File: src/rtl/fg_prog_sequencer_pkg.sv
// Shared types and defaults for the floating-gate programming sequencer.
package fg_prog_pkg;

    typedef enum logic [2:0] {
        S_IDLE,
        S_SETUP,
        S_PULSE,
        S_GAP,
        S_SETTLE,
        S_HOLD,
        S_RESP
    } state_t;

    localparam logic MODE_PROG = 1'b0;
    localparam logic MODE_READ = 1'b1;

    localparam int DEF_ROWS = 4;
    localparam int DEF_COLS = 8;
    localparam int ROW_W    = 2;
    localparam int COL_W    = 3;
    localparam int TMR_W    = 16;

    // A state lasting n cycles loads n-1 into the timer on entry.
    function automatic logic [TMR_W-1:0] dur(input int n);
        return (n <= 1) ? '0 : TMR_W'(n - 1);
    endfunction

endpackage

File: src/rtl/fg_prog_sequencer_if.sv
// Host command/response and programming-mux bundle; cmd_target exists only with FG_PROG_VERIFY_EN.
interface fg_prog_sequencer_if #(
    parameter int NUM_ISL = 2,
    parameter int MEAS_W  = 12
);
    localparam int ISL_W = (NUM_ISL > 1) ? $clog2(NUM_ISL) : 1;

    logic               cmd_valid;
    logic               cmd_ready;
    logic               cmd_mode;
    logic [ISL_W-1:0]   cmd_island;
    logic [1:0]         cmd_row;
    logic [2:0]         cmd_col;
    logic [15:0]        cmd_pulse_len;
    logic [7:0]         cmd_pulse_cnt;
`ifdef FG_PROG_VERIFY_EN
    logic [MEAS_W-1:0]  cmd_target;
`endif
    logic               abort;
    logic [MEAS_W-1:0]  meas_in;
    logic [NUM_ISL-1:0] isl_sel;
    logic [2:0]         gate_addr;
    logic [1:0]         drain_addr;
    logic               gate_en;
    logic               drain_en;
    logic               prog_en;
    logic               busy;
    logic               rsp_valid;
    logic               rsp_err;
    logic [MEAS_W-1:0]  rsp_data;

    modport master (
        output cmd_valid, cmd_mode, cmd_island, cmd_row, cmd_col,
               cmd_pulse_len, cmd_pulse_cnt, abort, meas_in,
`ifdef FG_PROG_VERIFY_EN
               cmd_target,
`endif
        input  cmd_ready, isl_sel, gate_addr, drain_addr, gate_en, drain_en,
               prog_en, busy, rsp_valid, rsp_err, rsp_data
    );

    modport slave (
        input  cmd_valid, cmd_mode, cmd_island, cmd_row, cmd_col,
               cmd_pulse_len, cmd_pulse_cnt, abort, meas_in,
`ifdef FG_PROG_VERIFY_EN
               cmd_target,
`endif
        output cmd_ready, isl_sel, gate_addr, drain_addr, gate_en, drain_en,
               prog_en, busy, rsp_valid, rsp_err, rsp_data
    );

endinterface

File: src/rtl/fg_prog_sequencer_timer.sv
// Loadable down-counter shared by all timed sequencer states; o_zero marks the last cycle.
module fg_prog_timer #(
    parameter int W = 16
) (
    input  logic         i_clk,
    input  logic         i_rst,
    input  logic         i_load,
    input  logic [W-1:0] i_val,
    output logic         o_zero
);
    logic [W-1:0] r_cnt;

    always_ff @(posedge i_clk or posedge i_rst) begin
        if (i_rst)
            r_cnt <= '0;
        else if (i_load)
            r_cnt <= i_val;
        else if (r_cnt != '0)
            r_cnt <= r_cnt - W'(1);
    end

    assign o_zero = (r_cnt == '0);
endmodule

File: src/rtl/fg_prog_sequencer.sv
// FG program/readback sequencer: one command in flight, all outputs registered from next state.
// Optional FG_PROG_VERIFY_EN adds a verify read after each pulse with early stop at cmd_target.
module fg_prog_sequencer
    import fg_prog_pkg::*;
#(
    parameter int NUM_ISL    = 2,
    parameter int ROWS       = DEF_ROWS,
    parameter int COLS       = DEF_COLS,
    parameter int SETUP_CYC  = 4,
    parameter int HOLD_CYC   = 4,
    parameter int GAP_CYC    = 8,
    parameter int SETTLE_CYC = 16,
    parameter int MEAS_W     = 12
) (
    input  logic             clk,
    input  logic             rst,
    fg_prog_sequencer_if.slave bus
);
    state_t             r_state, w_nxt;
    logic               r_mode, r_err;
    logic [15:0]        r_len;
    logic [7:0]         r_rem;
`ifdef FG_PROG_VERIFY_EN
    logic [MEAS_W-1:0]  r_target;
`endif
    logic [NUM_ISL-1:0] r_isl_sel;
    logic [COL_W-1:0]   r_gate_addr;
    logic [ROW_W-1:0]   r_drain_addr;
    logic               r_gate_en, r_drain_en, r_prog_en;
    logic               r_busy, r_ready, r_rsp_valid, r_rsp_err;
    logic [MEAS_W-1:0]  r_rsp_data;

    logic               w_acc, w_oor, w_abort, w_tz, w_ld, w_dec, w_sample;
    logic [TMR_W-1:0]   w_ld_val, w_pdur;

    assign w_acc   = (r_state == S_IDLE) && bus.cmd_valid;
    assign w_oor   = (32'(bus.cmd_island) >= NUM_ISL) || (32'(bus.cmd_row) >= ROWS) ||
                     (32'(bus.cmd_col) >= COLS);
    assign w_abort = bus.abort && (r_state inside {S_SETUP, S_PULSE, S_GAP, S_SETTLE});
    assign w_pdur  = (r_len == 16'd0) ? 16'd0 : r_len - 16'd1;

    fg_prog_timer #(.W(TMR_W)) u_tmr (
        .i_clk  (clk),
        .i_rst  (rst),
        .i_load (w_ld),
        .i_val  (w_ld_val),
        .o_zero (w_tz)
    );

    always_comb begin
        w_nxt    = r_state;
        w_dec    = 1'b0;
        w_sample = 1'b0;
        case (r_state)
            S_IDLE:   if (w_acc) w_nxt = w_oor ? S_RESP : S_SETUP;
            S_SETUP:  if (w_tz) begin
                          if (r_mode == MODE_READ) w_nxt = S_SETTLE;
                          else                     w_nxt = (r_rem == 8'd0) ? S_HOLD : S_PULSE;
                      end
            S_PULSE:  if (w_tz) begin
                          w_dec = 1'b1;
`ifdef FG_PROG_VERIFY_EN
                          w_nxt = S_SETTLE;
`else
                          w_nxt = (r_rem > 8'd1) ? S_GAP : S_HOLD;
`endif
                      end
            S_GAP:    if (w_tz) w_nxt = S_PULSE;
            S_SETTLE: if (w_tz) begin
                          w_sample = 1'b1;
                          w_nxt    = S_HOLD;
`ifdef FG_PROG_VERIFY_EN
                          // r_rem was already decremented when the pulse ended
                          if (r_mode == MODE_PROG && r_rem != 8'd0 && bus.meas_in < r_target)
                              w_nxt = S_GAP;
`endif
                      end
            S_HOLD:   if (w_tz) w_nxt = S_RESP;
            S_RESP:   w_nxt = S_IDLE;
            default:  w_nxt = S_IDLE;
        endcase
        if (w_abort) begin
            w_nxt    = S_HOLD;
            w_sample = 1'b0;
        end
    end

    always_comb begin
        w_ld     = (w_nxt != r_state);
        w_ld_val = '0;
        case (w_nxt)
            S_SETUP:  w_ld_val = dur(SETUP_CYC);
            S_PULSE:  w_ld_val = w_pdur;
            S_GAP:    w_ld_val = dur(GAP_CYC);
            S_SETTLE: w_ld_val = dur(SETTLE_CYC);
            S_HOLD:   w_ld_val = dur(HOLD_CYC);
            default:  w_ld_val = '0;
        endcase
    end

    always_ff @(posedge clk or posedge rst) begin
        if (rst) begin
            r_state      <= S_IDLE;
            r_mode       <= MODE_PROG;
            r_err        <= 1'b0;
            r_len        <= '0;
            r_rem        <= '0;
`ifdef FG_PROG_VERIFY_EN
            r_target     <= '0;
`endif
            r_isl_sel    <= '0;
            r_gate_addr  <= '0;
            r_drain_addr <= '0;
            r_gate_en    <= 1'b0;
            r_drain_en   <= 1'b0;
            r_prog_en    <= 1'b0;
            r_busy       <= 1'b0;
            r_ready      <= 1'b1;
            r_rsp_valid  <= 1'b0;
            r_rsp_err    <= 1'b0;
            r_rsp_data   <= '0;
        end else begin
            r_state <= w_nxt;
            if (w_acc) begin
                r_mode     <= bus.cmd_mode;
                r_err      <= w_oor;
                r_len      <= bus.cmd_pulse_len;
                r_rem      <= bus.cmd_pulse_cnt;
                r_rsp_data <= '0;
`ifdef FG_PROG_VERIFY_EN
                r_target   <= bus.cmd_target;
`endif
            end
            if (w_dec)    r_rem      <= r_rem - 8'd1;
            if (w_abort)  r_err      <= 1'b1;
            if (w_sample) r_rsp_data <= bus.meas_in;
            // Addresses load only on a valid accept and release only once HOLD has elapsed
            if (w_acc && !w_oor) begin
                r_isl_sel    <= NUM_ISL'(1) << bus.cmd_island;
                r_gate_addr  <= bus.cmd_col;
                r_drain_addr <= bus.cmd_row;
            end else if (w_nxt == S_RESP || w_nxt == S_IDLE) begin
                r_isl_sel    <= '0;
                r_gate_addr  <= '0;
                r_drain_addr <= '0;
            end
            r_gate_en   <= (w_nxt inside {S_PULSE, S_GAP, S_SETTLE});
            r_drain_en  <= (w_nxt inside {S_PULSE, S_GAP, S_SETTLE});
            r_prog_en   <= (w_nxt == S_PULSE);
            r_busy      <= (w_nxt != S_IDLE);
            r_ready     <= (w_nxt == S_IDLE);
            r_rsp_valid <= (w_nxt == S_RESP);
            r_rsp_err   <= (w_nxt == S_RESP) && (w_acc ? w_oor : r_err);
        end
    end

    assign bus.cmd_ready  = r_ready;
    assign bus.isl_sel    = r_isl_sel;
    assign bus.gate_addr  = r_gate_addr;
    assign bus.drain_addr = r_drain_addr;
    assign bus.gate_en    = r_gate_en;
    assign bus.drain_en   = r_drain_en;
    assign bus.prog_en    = r_prog_en;
    assign bus.busy       = r_busy;
    assign bus.rsp_valid  = r_rsp_valid;
    assign bus.rsp_err    = r_rsp_err;
    assign bus.rsp_data   = r_rsp_data;
endmodule

File: src/flat_wrapper.sv
// flat-port wrapper written by rule: the top's interface ports become plain ports
module fg_prog_sequencer_flat import fg_prog_pkg::*;
#(
    parameter int NUM_ISL    = 2,
    parameter int ROWS       = DEF_ROWS,
    parameter int COLS       = DEF_COLS,
    parameter int SETUP_CYC  = 4,
    parameter int HOLD_CYC   = 4,
    parameter int GAP_CYC    = 8,
    parameter int SETTLE_CYC = 16,
    parameter int MEAS_W     = 12
)
  (clk, rst, bus_cmd_valid, bus_cmd_mode, bus_cmd_island, bus_cmd_row, bus_cmd_col, bus_cmd_pulse_len, bus_cmd_pulse_cnt, bus_abort, bus_meas_in, bus_cmd_ready, bus_isl_sel, bus_gate_addr, bus_drain_addr, bus_gate_en, bus_drain_en, bus_prog_en, bus_busy, bus_rsp_valid, bus_rsp_err, bus_rsp_data);
  fg_prog_sequencer_if #(.NUM_ISL(NUM_ISL), .MEAS_W(MEAS_W)) bus_i ();
  input  logic clk;
  input  logic rst;
  input wire logic [$bits(bus_i.cmd_valid)-1:0] bus_cmd_valid;
  input wire logic [$bits(bus_i.cmd_mode)-1:0] bus_cmd_mode;
  input wire logic [$bits(bus_i.cmd_island)-1:0] bus_cmd_island;
  input wire logic [$bits(bus_i.cmd_row)-1:0] bus_cmd_row;
  input wire logic [$bits(bus_i.cmd_col)-1:0] bus_cmd_col;
  input wire logic [$bits(bus_i.cmd_pulse_len)-1:0] bus_cmd_pulse_len;
  input wire logic [$bits(bus_i.cmd_pulse_cnt)-1:0] bus_cmd_pulse_cnt;
  input wire logic [$bits(bus_i.abort)-1:0] bus_abort;
  input wire logic [$bits(bus_i.meas_in)-1:0] bus_meas_in;
  output wire logic [$bits(bus_i.cmd_ready)-1:0] bus_cmd_ready;
  output wire logic [$bits(bus_i.isl_sel)-1:0] bus_isl_sel;
  output wire logic [$bits(bus_i.gate_addr)-1:0] bus_gate_addr;
  output wire logic [$bits(bus_i.drain_addr)-1:0] bus_drain_addr;
  output wire logic [$bits(bus_i.gate_en)-1:0] bus_gate_en;
  output wire logic [$bits(bus_i.drain_en)-1:0] bus_drain_en;
  output wire logic [$bits(bus_i.prog_en)-1:0] bus_prog_en;
  output wire logic [$bits(bus_i.busy)-1:0] bus_busy;
  output wire logic [$bits(bus_i.rsp_valid)-1:0] bus_rsp_valid;
  output wire logic [$bits(bus_i.rsp_err)-1:0] bus_rsp_err;
  output wire logic [$bits(bus_i.rsp_data)-1:0] bus_rsp_data;
  assign bus_i.cmd_valid = bus_cmd_valid;
  assign bus_i.cmd_mode = bus_cmd_mode;
  assign bus_i.cmd_island = bus_cmd_island;
  assign bus_i.cmd_row = bus_cmd_row;
  assign bus_i.cmd_col = bus_cmd_col;
  assign bus_i.cmd_pulse_len = bus_cmd_pulse_len;
  assign bus_i.cmd_pulse_cnt = bus_cmd_pulse_cnt;
  assign bus_i.abort = bus_abort;
  assign bus_i.meas_in = bus_meas_in;
  assign bus_cmd_ready = bus_i.cmd_ready;
  assign bus_isl_sel = bus_i.isl_sel;
  assign bus_gate_addr = bus_i.gate_addr;
  assign bus_drain_addr = bus_i.drain_addr;
  assign bus_gate_en = bus_i.gate_en;
  assign bus_drain_en = bus_i.drain_en;
  assign bus_prog_en = bus_i.prog_en;
  assign bus_busy = bus_i.busy;
  assign bus_rsp_valid = bus_i.rsp_valid;
  assign bus_rsp_err = bus_i.rsp_err;
  assign bus_rsp_data = bus_i.rsp_data;
  fg_prog_sequencer #(.NUM_ISL(NUM_ISL), .ROWS(ROWS), .COLS(COLS), .SETUP_CYC(SETUP_CYC), .HOLD_CYC(HOLD_CYC), .GAP_CYC(GAP_CYC), .SETTLE_CYC(SETTLE_CYC), .MEAS_W(MEAS_W)) u_core (.clk(clk), .rst(rst), .bus(bus_i));
endmodule
File: config.mk
export PLATFORM = sky130hd
export DESIGN_NAME = fg_prog_sequencer_flat
export DESIGN_NICKNAME = d
export VERILOG_FILES = /design/src/rtl/fg_prog_sequencer_pkg.sv /design/src/rtl/fg_prog_sequencer_if.sv /design/src/rtl/fg_prog_sequencer_timer.sv /design/src/rtl/fg_prog_sequencer.sv /design/src/flat_wrapper.sv
export SDC_FILE = /design/constraint.sdc
export NUM_CORES = 1
export LEC_CHECK = 0
export BUFFER_PORTS_ARGS = -buffer_cell sky130_fd_sc_hd__buf_4
export CAP_MARGIN = 20
export CORE_MARGIN = 4
export CORE_UTILIZATION = 45
export DETAILED_ROUTE_END_ITERATION = 8
export PLACE_DENSITY_LB_ADDON = 0.1
export SLEW_MARGIN = 20
export SYNTH_ARGS = -nofsm -noshare
export SYNTH_HDL_FRONTEND = slang
export SYNTH_HIERARCHICAL = 1
export SYNTH_SLANG_ARGS = --single-unit
File: constraint.sdc
create_clock -name clk -period 9.5 [get_ports clk]
set_input_delay 1.9 -clock clk [delete_from_list [all_inputs] [get_ports clk]]
set_output_delay 1.9 -clock clk [all_outputs]
set_load 0.01 [all_outputs]
* After elaboration in Yosys (flattened, before gate mapping)
Index checks and enable logic that the tools add are counted.
Word-level totals: register bits after elaboration 70, input bits 47, output and inout port bits 26, word-level logic and storage cells 81
Operators by class: add/subtract/negate cells 3, order comparisons 1, eq/ne operators 12, shift-type cells 1, mux-type cells 30, reduce and logical (&&, ||, !) cells 18
Operators by type and width (number):
- $pmux W16 S4 | 1
- $mux W16 | 3
- $mux W3 | 12
- $logic_not A16 Y1 | 2
- $sub A16 B1 Y16 const B | 2
- $mux W12 | 2
- $pmux W3 S6 | 1
- $mux W8 | 2
- $reduce_bool A16 Y1 | 1
- $eq A3 B3 Y1 const B | 5
- $eq A3 B2 Y1 const B | 4
- $gt A8 B1 Y1 const B | 1
- $logic_not A8 Y1 | 1
- $reduce_bool A2 Y1 | 4
- $sub A8 B1 Y8 const B | 1
- $eq A3 B1 Y1 const B | 2
- $logic_not A3 Y1 | 2
- $mux W1 | 6
- $mux W2 | 3
- $reduce_bool A3 Y1 | 2
- $reduce_bool A4 Y1 | 1
- $logic_and A1 B1 Y1 | 3
- $ne A3 B3 Y1 | 1
- $reduce_or A2 Y1 | 1
- other kinds (2) | 2

* Depth between registers and ports, before layout
Gate-level depths: netlist of run 1.
word-level depth 10, gate-level depth with buffers 16, gate-level depth less buffers 13

* Modules after synthesis
Netlist of run 1, hierarchy kept.
Modules (own cells, without submodules):
- fg_prog_sequencer | instances 1, cells an instance 333, area an instance 2869.0 um2
- fg_prog_timer | instances 1, cells an instance 108, area an instance 982.2 um2

* Least setup slack after synthesis of run 1
Ideal clock, no wire load.
path type register to register, from register u_core.u_tmr.r_cnt[2], to register u_core.u_tmr.r_cnt[1], arrival 3859 ps, required time 9400 ps, slack 5541 ps, cell stages (with the launch flop) 15, clock period less this slack 3959 ps, path through dfrtp_1 -> nor4_1 -> and4_1 -> clkbuf_1 -> clkbuf_1 -> nand4bb_1 -> o32a_1 -> o32a_1 -> clkbuf_1 -> and3_1 -> o21ai_0 -> clkbuf_1 -> clkbuf_1 -> nor3_1 -> a311oi_1
Between the ends: elaborated cells between the ends (all ways) 19, those cells by class eq/ne: 6; mux: 9; reduce/logical: 4
RTL lines:
- start: declaration | RTL line fg_prog_sequencer_timer.sv:11 | logic [W-1:0] r_cnt;
- start signal: assignment | RTL line fg_prog_sequencer_timer.sv:17 | r_cnt <= i_val;
- start signal: assignment | RTL line fg_prog_sequencer_timer.sv:19 | r_cnt <= r_cnt - W'(1);
- $logic_not A16 Y1 * | RTL line fg_prog_sequencer_timer.sv:22 | assign o_zero = (r_cnt == '0);
- via u_core.w_tz | RTL line fg_prog_sequencer.sv:33 | logic w_acc, w_oor, w_abort, w_tz, w_ld, w_dec, w_sample;
- $mux W3 (on tied branches)
- $pmux W3 S6 * | RTL line fg_prog_sequencer.sv:54 | case (r_state)
- $mux W3 * | RTL line fg_prog_sequencer.sv:82 | if (w_abort) begin
- $ne A3 B3 Y1 * | RTL line fg_prog_sequencer.sv:89 | w_ld = (w_nxt != r_state);
- via u_core.w_ld | RTL line fg_prog_sequencer.sv:33
- $mux W16 / $reduce_bool A2 Y1 (equally long branches)
The timed path passes the listed nets; every way through them passes the cells marked *. A chain may end at the register's enable or synchronous reset.

* Worst setup path after layout of run 1
from register u_core.u_tmr.r_cnt[2], to register u_core.u_tmr.r_cnt[15]
Between the ends: elaborated cells between the ends (all ways) 21, those cells by class add/sub: 1; eq/ne: 6; mux: 10; reduce/logical: 4
RTL lines:
- $logic_not A16 Y1 * | RTL line fg_prog_sequencer_timer.sv:22
- via u_core.w_tz | RTL line fg_prog_sequencer.sv:33
- $mux W3 (on tied branches)
- $pmux W3 S6 * | RTL line fg_prog_sequencer.sv:54
- $mux W3 * | RTL line fg_prog_sequencer.sv:82
- via u_core.w_nxt[0] | RTL line fg_prog_sequencer.sv:19 | state_t r_state, w_nxt;
- $ne A3 B3 Y1 * | RTL line fg_prog_sequencer.sv:89
- via u_core.w_ld | RTL line fg_prog_sequencer.sv:33
- $mux W16 / $reduce_bool A2 Y1 (equally long branches)
The timed path passes the listed nets; every way through them passes the cells marked *. The select of a mux whose other input is x is not followed.

==> impl_metrics.yaml, run 1 <==
power:
  intPower_w: 0.0007143
  pwr-share-clk_pct: 23.3
  p_leak_nw: 2.215
  p_per_area_nw_per_um2: 243.8
  total_power_w: 0.001137
  p_sw_share_pct: 37.19
  combPwrFrac_pct: 36.1
  seqPwrFrac_pct: 40.6
  p_switching_w: 0.0004229
  peakVddDrop_mv: 0.09924
clock_network:
  clkLatencyLatePin_ns: 0.34
  clkTransAtPathRegs_ns: 0.07
  cts_tree: "yes"
  clock_sinks: 70
  postCtsSetupBuffers: 0
  clockBufferDepth: 2
  holdBufCountCts: 0
  numCtsBuffers: 9
  ctsResizeCount: 0
  htree_levels: 3
  clockRootBuffer: "clkbuf_8"
critical_path:
  crit_chain: "nor4_1, and4_1, o211ai_1, a31oi_1, clkinv_1, xnor2_1, o21ai_1, buf_4, clkinv_1, o311ai_0, nand3_1"
  cp_max_fo: 25
  max_stage_delay_ns: 0.77
  crit_top_cell: "clkinv_1"
  path_class: "flop to flop"
  crit_path_start_kind: "flop"
  crit_path_end_kind: "flop"
  critPathRequiredTime_ns: 9.71
  critPathSlowestCell: "nor4_1"
  arrival_ns: 4.73
synthesis:
  ys_async_sr_fraction_pct: 100.0
  synth_edf_count: 0
  synthCells: 441
  ys_ff_latch: 70
  yosysWarnings: 6
  synth_area_leaders: "dfrtp_1 (45%), nand2_1 (7.4%), nor2_1 (3.9%)"
  yosysTopAreaCell: "dfrtp_1"
  ys_types: 59
  syn_nets: 493
  syn-mean-instance-area_um2: 8.733
  ys.flop_type: "dfrtp_1"
  synthesis.area_um2: 3851
  synth_top_area_share_pct: 44.83
  synth_seq_area_share_pct: 45.52
final_layout:
  most-common-layout-cells: "buf_4 (77), nand2_1 (76), dfrtp_1 (69)"
  fin_nets: 555
  layout-drive-gt1-share_pct: 21.06
  final_common_cell: "buf_4"
  seq_area_um2: 1753
  fillers: 784
  area_growth_pct: 21.12
  n_antenna_cell: 0
  multi_input_area_um2: 1882
timing:
  fin_tns_setup_ns: 0
  final.min_clock_period_ns: 4.520
  slew_viol_final: 0
  fin_ws_ns: 4.980
  finalSetupViolCount: 0
  fin_hold_ws_ns: 0.4850
  skew_ns: 0.01156
  worst_pin_slew_ns: 0.9862
  post-route-period-util_pct: 47.58
  slew_headroom_pct: 33.95
  hold_viol: 0
  max_freq_mhz: 221.3
  rsz0062_at_grt: "false"
drt:
  wl_um: 8903
  drc: 0
  num_vias: 3304
  antenna_left: 0
  drt_iter0_markers: 151
  drt-pass1-iter-count: 4
  viasPerCell: 5.390
  routedWlPerCell_um: 14.52
floorplan:
  fp.dieH_um: 100.5
  dieArea_um2: 10100
  start_util_pct: 46.64
  ios: 73
  dieWidth_um: 100.5
  core_area_um2: 8258
  rows: 33
status:
  status: "finished, final reports clean"
run:
  maxCapViolCount: 0
grt:
  grt_pass1_vias: 3276
  grt-ovfl-total: 0
  grtUsageTotal_pct: 19.19
  grt_antenna_before_repair: 0
  grt_pass1_wl_um: 15720
  grt_max_degree: 55
placed_design:
  dp_hpwl_um: 6431
  post-place-ws_ns: 4.653
  place.gp.congestion: 0.8601
  io_buffers: 72
hold_path:
  min_path_type: "flop to flop"
==> cell type report <==
| type | count | area share [%] |
|---|---|---|
| clock buffer | 12 | 3.112 |
| tap | 105 | 2.817 |
| sequential | 70 | 37.58 |
| clock inverter | 4 | 1.502 |
| inverter | 28 | 2.253 |
| timing repair buffer | 77 | 12.39 |
| multi-input combinational | 317 | 40.34 |
==> logic make-up after synthesis <==
group / after synthesis / share of synthesized area [%]
flip-flops: 70 / 45.52
multiplexers: 8 / 2.079
buffers and inverters: 54 / 5.621
adder cells (fa/ha/maj): 5 / 1.624
AND/OR/NAND/NOR: 198 / 25.47
XOR/XNOR: 25 / 5.686
AO/OA/AOI/OAI: 81 / 14.00
==> metrics by stage <==
stage	std cells	util, %	area (um^2)
final	613	56.48	4664
after global routing	613	56.48	4664
after CTS	613	56.48	4664
after detailed placement	597	53.88	4449
after global placement	597	53.88	4449
after floorplan	441	-	3851
==> registers in the layout, indices dropped and copies added (netlist names) <==
signal and count:
u_core/bus.isl_sel 2, u_core/r_err 1, u_core/bus.rsp_err 1, u_core/bus.rsp_data 12, u_core/r_mode 1, u_core/bus.rsp_valid 1, u_core/r_rem 8, u_core/bus.gate_addr 3
u_core/bus.busy 1, u_core/bus.drain_addr 2, u_core/r_state 3, u_core/bus.prog_en 1, u_core/bus.cmd_ready 1, u_core/r_len 16, u_core/bus.drain_en 1, u_core/u_tmr/r_cnt 16
==> cell usage after synthesis, types with 5 or more instances <==
cell type	n
o21ai_0	25
nand3_1	19
nor3_1	15
nand2_1	76
ha_1	5
nor4_1	7
inv_1	25
a21oi_1	15
dfrtp_1	69
o31ai_1	9
xor2_1	10
clkbuf_1	22
a311oi_1	5
nor2_1	40
xnor2_1	15
mux2i_1	8
==> path summary, 6_finish.rpt <==
check | start | endpoint | slack (ns) | cells after the start
worst max register to register | u_core/u_tmr/r_cnt[2] | u_core/u_tmr/r_cnt[15] | 4.98 | 11
min in group asynchronous | rst | u_core/u_tmr/r_cnt[3] | 1.65 | 2
worst min-delay path | u_core/r_err | u_core/r_err | 0.48 | 2
worst min register to register | u_core/r_err | u_core/r_err | 0.48 | 2
max in group asynchronous | rst | u_core/r_len[11] | 7.27 | 3
worst max-delay path | u_core/u_tmr/r_cnt[2] | u_core/u_tmr/r_cnt[15] | 4.98 | 11
==> worst max-delay path, delay by kind of cell, from the launching register on <==
family	cells	cell delay, ns
xor+xnor	1	0.22
compound gates	4	1.17
buf+inv	3	0.98
simple gates	3	1.58
flops	1	0.44
==> routing by layer <==
metal	global-route usage, %	wire [um]
met4	6.528	112
met1	26.50	4278
met2	29.82	3988
met3	4.429	523
met5	0	0
==> power by group through the flow <==
stage          Sequential [W]  Combinational [W]  Clock, W
3_3_place_gp         0.000463           0.000400         0
4_1_cts              0.000460           0.000413  0.000269
3_5_place_dp         0.000465           0.000411         0
5_1_grt              0.000474           0.000466  0.000284
6_report             0.000462           0.000411  0.000265
2_1_floorplan        0.000441           0.000320         0
No activity file was read; power rests on OpenSTA's default activity.
==> run 2, diff against run 1 <==
==> constraint.sdc (replaced) <==
create_clock -name clk -period 4 [get_ports clk]
set_input_delay 0.8 -clock clk [delete_from_list [all_inputs] [get_ports clk]]
set_output_delay 0.8 -clock clk [all_outputs]
set_load 0.01 [all_outputs]
==> run 2 against run 1 <==
Final area grew 0.80%. Clock-buffer cell count is 2 lower. Critical path type unchanged. Highest routed layer unchanged. Clock power increased by 140%. Largest power group unchanged. Non-clock buffer count increased by 4. Critical path depth increased by 1.
==> impl_metrics.yaml, run 2 (synthesized netlist as in run 1, its figures left out) <==
status:
  status: "finished, final reports clean"
timing:
  final.min_clock_period_ns: 3.522
  fin_ws_ns: 0.4777
  slew_headroom_pct: 43.56
  fin_tns_setup_ns: 0
  finalSetupViolCount: 0
  hold_viol: 0
  skew_ns: 0.01289
  slew_viol_final: 0
  rsz0062_at_grt: "false"
  worst_pin_slew_ns: 0.8441
  max_freq_mhz: 283.9
  post-route-period-util_pct: 88.06
  fin_hold_ws_ns: 0.4846
final_layout:
  most-common-layout-cells: "buf_4 (81), nand2_1 (76), dfrtp_1 (69)"
  final_common_cell: "buf_4"
  fillers: 779
  seq_area_um2: 1753
  area_growth_pct: 22.09
  n_antenna_cell: 0
  layout-drive-gt1-share_pct: 22.07
  multi_input_area_um2: 1882
  final_cells: 617
  fin_nets: 559
hold_path:
  min_path_type: "flop to flop"
  min_from: "u_core/r_err"
drt:
  num_vias: 3317
  routedWlPerCell_um: 14.47
  viasPerCell: 5.376
  wl_um: 8925
  drc: 0
  antenna_left: 0
  drt-pass1-iter-count: 4
  drt_iter0_markers: 143
placed_design:
  post-place-ws_ns: 0.5077
  dp_cells: 601
  dp_hpwl_um: 6551
  io_buffers: 72
  place.gp.congestion: 0.8550
power:
  p_sw_share_pct: 37.18
  intPower_w: 0.001714
  total_power_w: 0.002729
  p_switching_w: 0.001015
  peakVddDrop_mv: 0.2011
  seqPwrFrac_pct: 40.1
  pwr-share-clk_pct: 23.4
  p_leak_nw: 2.234
  combPwrFrac_pct: 36.5
  p_per_area_nw_per_um2: 580.3
critical_path:
  r2r_start: "u_core/u_tmr/r_cnt[0]"
  critPathRequiredTime_ns: 4.23
  critPathSlowestCell: "o32a_1"
  crit_family: "compound AO/OA/AOI/OAI gates"
  cp_max_fo: 24
  arrival_ns: 3.75
  crit_chain: "inv_1, ha_1, nor4b_1, and4_1, nand4bb_1, o32a_1, o32a_1, and3_1, o21ai_1, buf_4, nor2_1, a22o_1"
  crit_top_cell: "o32a_1"
  path_class: "flop to flop"
  critical_path.startpoint: "u_core/u_tmr/r_cnt[0]"
  crit_path_end_kind: "flop"
  max_stage_delay_ns: 0.45
  path_buf_inv: 2
  crit_path_start_kind: "flop"
floorplan:
  dieWidth_um: 100.5
  start_util_pct: 46.64
  ios: 73
  rows: 33
  fp.dieH_um: 100.5
  dieArea_um2: 10100
  core_area_um2: 8258
grt:
  grt_max_degree: 36
  grt_pass1_wl_um: 15170
  grt_antenna_before_repair: 0
  grtUsageTotal_pct: 18.61
  grt_pass1_vias: 3220
  grt-ovfl-total: 0
clock_network:
  htree_levels: 3
  numCtsBuffers: 9
  cts_tree: "yes"
  postCtsSetupBuffers: 0
  clockRootBuffer: "clkbuf_8"
  clkLatencyLatePin_ns: 0.35
  clkTransAtPathRegs_ns: 0.09
  ctsResizeCount: 0
  clock_sinks: 70
  holdBufCountCts: 0
  clockBufferDepth: 2
run:
  maxCapViolCount: 0
==> run 2: path summary, 6_finish.rpt <==
check	slack [ns]	depth (start not counted)	endpoint
worst min register to register	0.48	2	u_core/r_err
worst min-delay path	0.48	2	u_core/r_err
min in group asynchronous	0.55	2	u_core/u_tmr/r_cnt[3]
worst max-delay path	0.48	12	u_core/u_tmr/r_cnt[6]
worst max register to register	0.48	12	u_core/u_tmr/r_cnt[6]
max in group asynchronous	2.65	3	u_core/bus.rsp_data[4]
==> run 2: cell type report <==
type | count | share of cell area (%)
Multi-Input combinational cell | 317 | 40.02
Sequential cell | 70 | 37.28
Timing Repair Buffer | 81 | 12.93
Clock buffer | 10 | 2.927
Tap cell | 105 | 2.794
Inverter | 28 | 2.235
Clock inverter | 6 | 1.809
==> run 2: stage by stage <==
| step | instance area (um^2) | util, % |
|---|---|---|
| final | 4702 | 56.94 |
| after CTS | 4702 | 56.94 |
| after global routing | 4702 | 56.94 |
| after detailed placement | 4479 | 54.24 |
| after global placement | 4479 | 54.24 |
| after floorplan | 3851 | - |
==> run 2: power groups by stage <==
stage	registers [W]	logic, W	clock network [W]
after floorplan	0.00105	0.000759	0
after global placement	0.00110	0.000977	0
after detailed placement	0.00110	0.000996	0
after CTS	0.00109	0.00100	0.000650
after global routing	0.00112	0.00112	0.000682
final	0.00109	0.000997	0.000638
==> run 2: worst min-delay path: cells and delay by family (launching register included) <==
family / cells / cell delay (ns)
and+or+nand+nor: 2 / 0.12
DFF: 1 / 0.33
==> run 2: layer usage <==
layer	track usage (%)	up-vias	wire [um]
met5	0	-	0
met4	6.839	0	141
met3	5.675	12	532
met2	27.68	82	3939
met1	25.68	1553	4312
li1	-	1670	-
==> run 3, diff against run 2 <==
--- a/config.mk
+++ b/config.mk
@@ -5,7 +5,7 @@
 export SDC_FILE = /design/constraint.sdc
 export NUM_CORES = 1
 export LEC_CHECK = 0
-export BUFFER_PORTS_ARGS = -buffer_cell sky130_fd_sc_hd__buf_4
+export BUFFER_PORTS_ARGS = -buffer_cell sky130_fd_sc_hd__buf_2
 export CAP_MARGIN = 20
 export CORE_MARGIN = 4
 export CORE_UTILIZATION = 45
==> run 3 against run 2 <==
Clock power fell by 16%. First-iteration DRC count is 29% higher. Clock-buffer cell count increased by 1. Setup slack lost 0.029 ns. Combinational power fell by 2.3%. Critical path depth unchanged. Non-clock buffer count stayed put. Register-to-register slack lost 0.03 ns. Clock skew decreased by 0.0016 ns. Die area did not move. Maximum frequency decreased by 0.81%. Largest cell class unchanged.
==> impl_metrics.yaml, run 3 (synthesized netlist as in run 1, its figures left out) <==
timing:
  slew_headroom_pct: 45.12
  max_freq_mhz: 281.6
  finalSetupViolCount: 0
  slew_viol_final: 0
  fin_tns_setup_ns: 0
  skew_ns: 0.01125
  final.min_clock_period_ns: 3.551
  hold_viol: 0
  worst_pin_slew_ns: 0.8207
  rsz0062_at_grt: "false"
  post-route-period-util_pct: 88.78
power:
  combPwrFrac_pct: 37.5
  p_sw_share_pct: 39.36
  seqPwrFrac_pct: 42.0
  intPower_w: 0.001577
  peakVddDrop_mv: 0.2041
  p_switching_w: 0.001023
  pwr-share-clk_pct: 20.5
  total_power_w: 0.002600
  p_leak_nw: 2.178
  p_per_area_nw_per_um2: 579.8
drt:
  antenna_left: 0
  wl_um: 8914
  num_vias: 3293
  drt_iter0_markers: 184
  routedWlPerCell_um: 14.45
  viasPerCell: 5.337
  drt-pass1-iter-count: 4
  drc: 0
clock_network:
  clkLatencyLatePin_ns: 0.34
  clockBufferDepth: 2
  ctsResizeCount: 0
  clockRootBuffer: "clkbuf_8"
  postCtsSetupBuffers: 0
  cts_tree: "yes"
  htree_levels: 3
  holdBufCountCts: 0
  clock_sinks: 70
  clkTransAtPathRegs_ns: 0.07
  numCtsBuffers: 9
final_layout:
  final_common_cell: "nand2_1"
  fin_nets: 559
  area_growth_pct: 16.44
  finish.instance_area_um2: 4484
  layout-drive-gt1-share_pct: 22.07
  fillers: 788
  most-common-layout-cells: "nand2_1 (76), buf_2 (72), dfrtp_1 (69)"
  n_antenna_cell: 0
run:
  maxCapViolCount: 0
critical_path:
  r2r_start: "u_core/u_tmr/r_cnt[0]"
  r2r-end: "u_core/u_tmr/r_cnt[5]"
  critical_path.startpoint: "u_core/u_tmr/r_cnt[0]"
  critPathRequiredTime_ns: 4.22
  rrSetupSlack_ns: 0.45
  cp-endpoint: "u_core/u_tmr/r_cnt[5]"
  path_class: "flop to flop"
  cp_max_fo: 24
  rr_worst_depth: 12
  arrival_ns: 3.77
  crit_path_end_kind: "flop"
  crit_path_start_kind: "flop"
floorplan:
  rows: 33
  start_util_pct: 46.64
  dieWidth_um: 100.5
  ios: 73
  core_area_um2: 8258
  fp.dieH_um: 100.5
  dieArea_um2: 10100
hold_path:
  min_path_type: "flop to flop"
placed_design:
  dp_hpwl_um: 6557
  placed_cell_area_um2: 4299
  place.gp.congestion: 0.8380
  io_buffers: 72
grt:
  grt_max_degree: 34
  grtUsageTotal_pct: 18.28
  grt-ovfl-total: 0
  grt_pass1_vias: 3114
  grt_antenna_before_repair: 0
  grt_pass1_wl_um: 14900
status:
  status: "finished, final reports clean"
run 3: worst max-delay path, cell delays in order, from the launching register on:
cell	delay, ns
dfrtp_1	0.41
inv_1	0.10
ha_1	0.30
nor4b_1	0.28
and4_1	0.28
nand4bb_1	0.23
o32a_1	0.39
o32a_1	0.45
and3_1	0.22
o21ai_1	0.17
buf_4	0.28
nor2_1	0.13
a22o_1	0.20
run 3: area by class of cell:
cell class | count | area [um^2] | share of cell area, %
Tap cell | 105 | 131.4 | 2.930
Multi-Input combinational cell | 317 | 1882 | 41.96
Sequential cell | 70 | 1753 | 39.09
Clock buffer | 11 | 151.4 | 3.376
Inverter | 28 | 105.1 | 2.344
Clock inverter | 5 | 33.78 | 0.7533
Timing Repair Buffer | 81 | 427.9 | 9.542
run 3: worst min path at each step:
stage / startpoint / to / slack, ns / depth (start not counted)
detailed placement: u_core/r_err / u_core/r_err / 0.47 / 2
global placement: u_core/r_err / u_core/r_err / 0.45 / 2
floorplan: u_core/r_err / u_core/r_err / 0.44 / 2
global route: u_core/r_rem[7] / u_core/r_rem[7] / 0.53 / 1
CTS: u_core/r_err / u_core/r_err / 0.48 / 2
finish: u_core/r_err / u_core/r_err / 0.48 / 2
run 3: layer usage:
layer	vias up	global-route usage (%)	wire length, um
li1	1665	-	-
met1	1542	25.69	4265
met2	81	28.29	4012
met3	5	3.668	566
met4	0	6.218	70
met5	-	0	0
run 3: power by group through the flow:
| stage | clock (W) | combinational (W) | sequential (W) |
|---|---|---|---|
| after floorplan | 0 | 0.000759 | 0.00105 |
| after global placement | 0 | 0.000949 | 0.00109 |
| after detailed placement | 0 | 0.000971 | 0.00110 |
| after CTS | 0.000543 | 0.000975 | 0.00109 |
| after global routing | 0.000577 | 0.00110 | 0.00112 |
| final | 0.000534 | 0.000974 | 0.00109 |
run 3: per-stage QoR:
step	hold slack [ns]	instances	utilization, %	worst slack (ns)
final	0.4813	617	54.30	0.4490
after global routing	0.5285	617	54.30	0.1665
after CTS	0.4842	617	54.30	0.4822
after detailed placement	0.4675	601	52.06	0.4960
after global placement	0.4549	601	52.06	0.6635
after floorplan	0.4390	441	-	0.04114
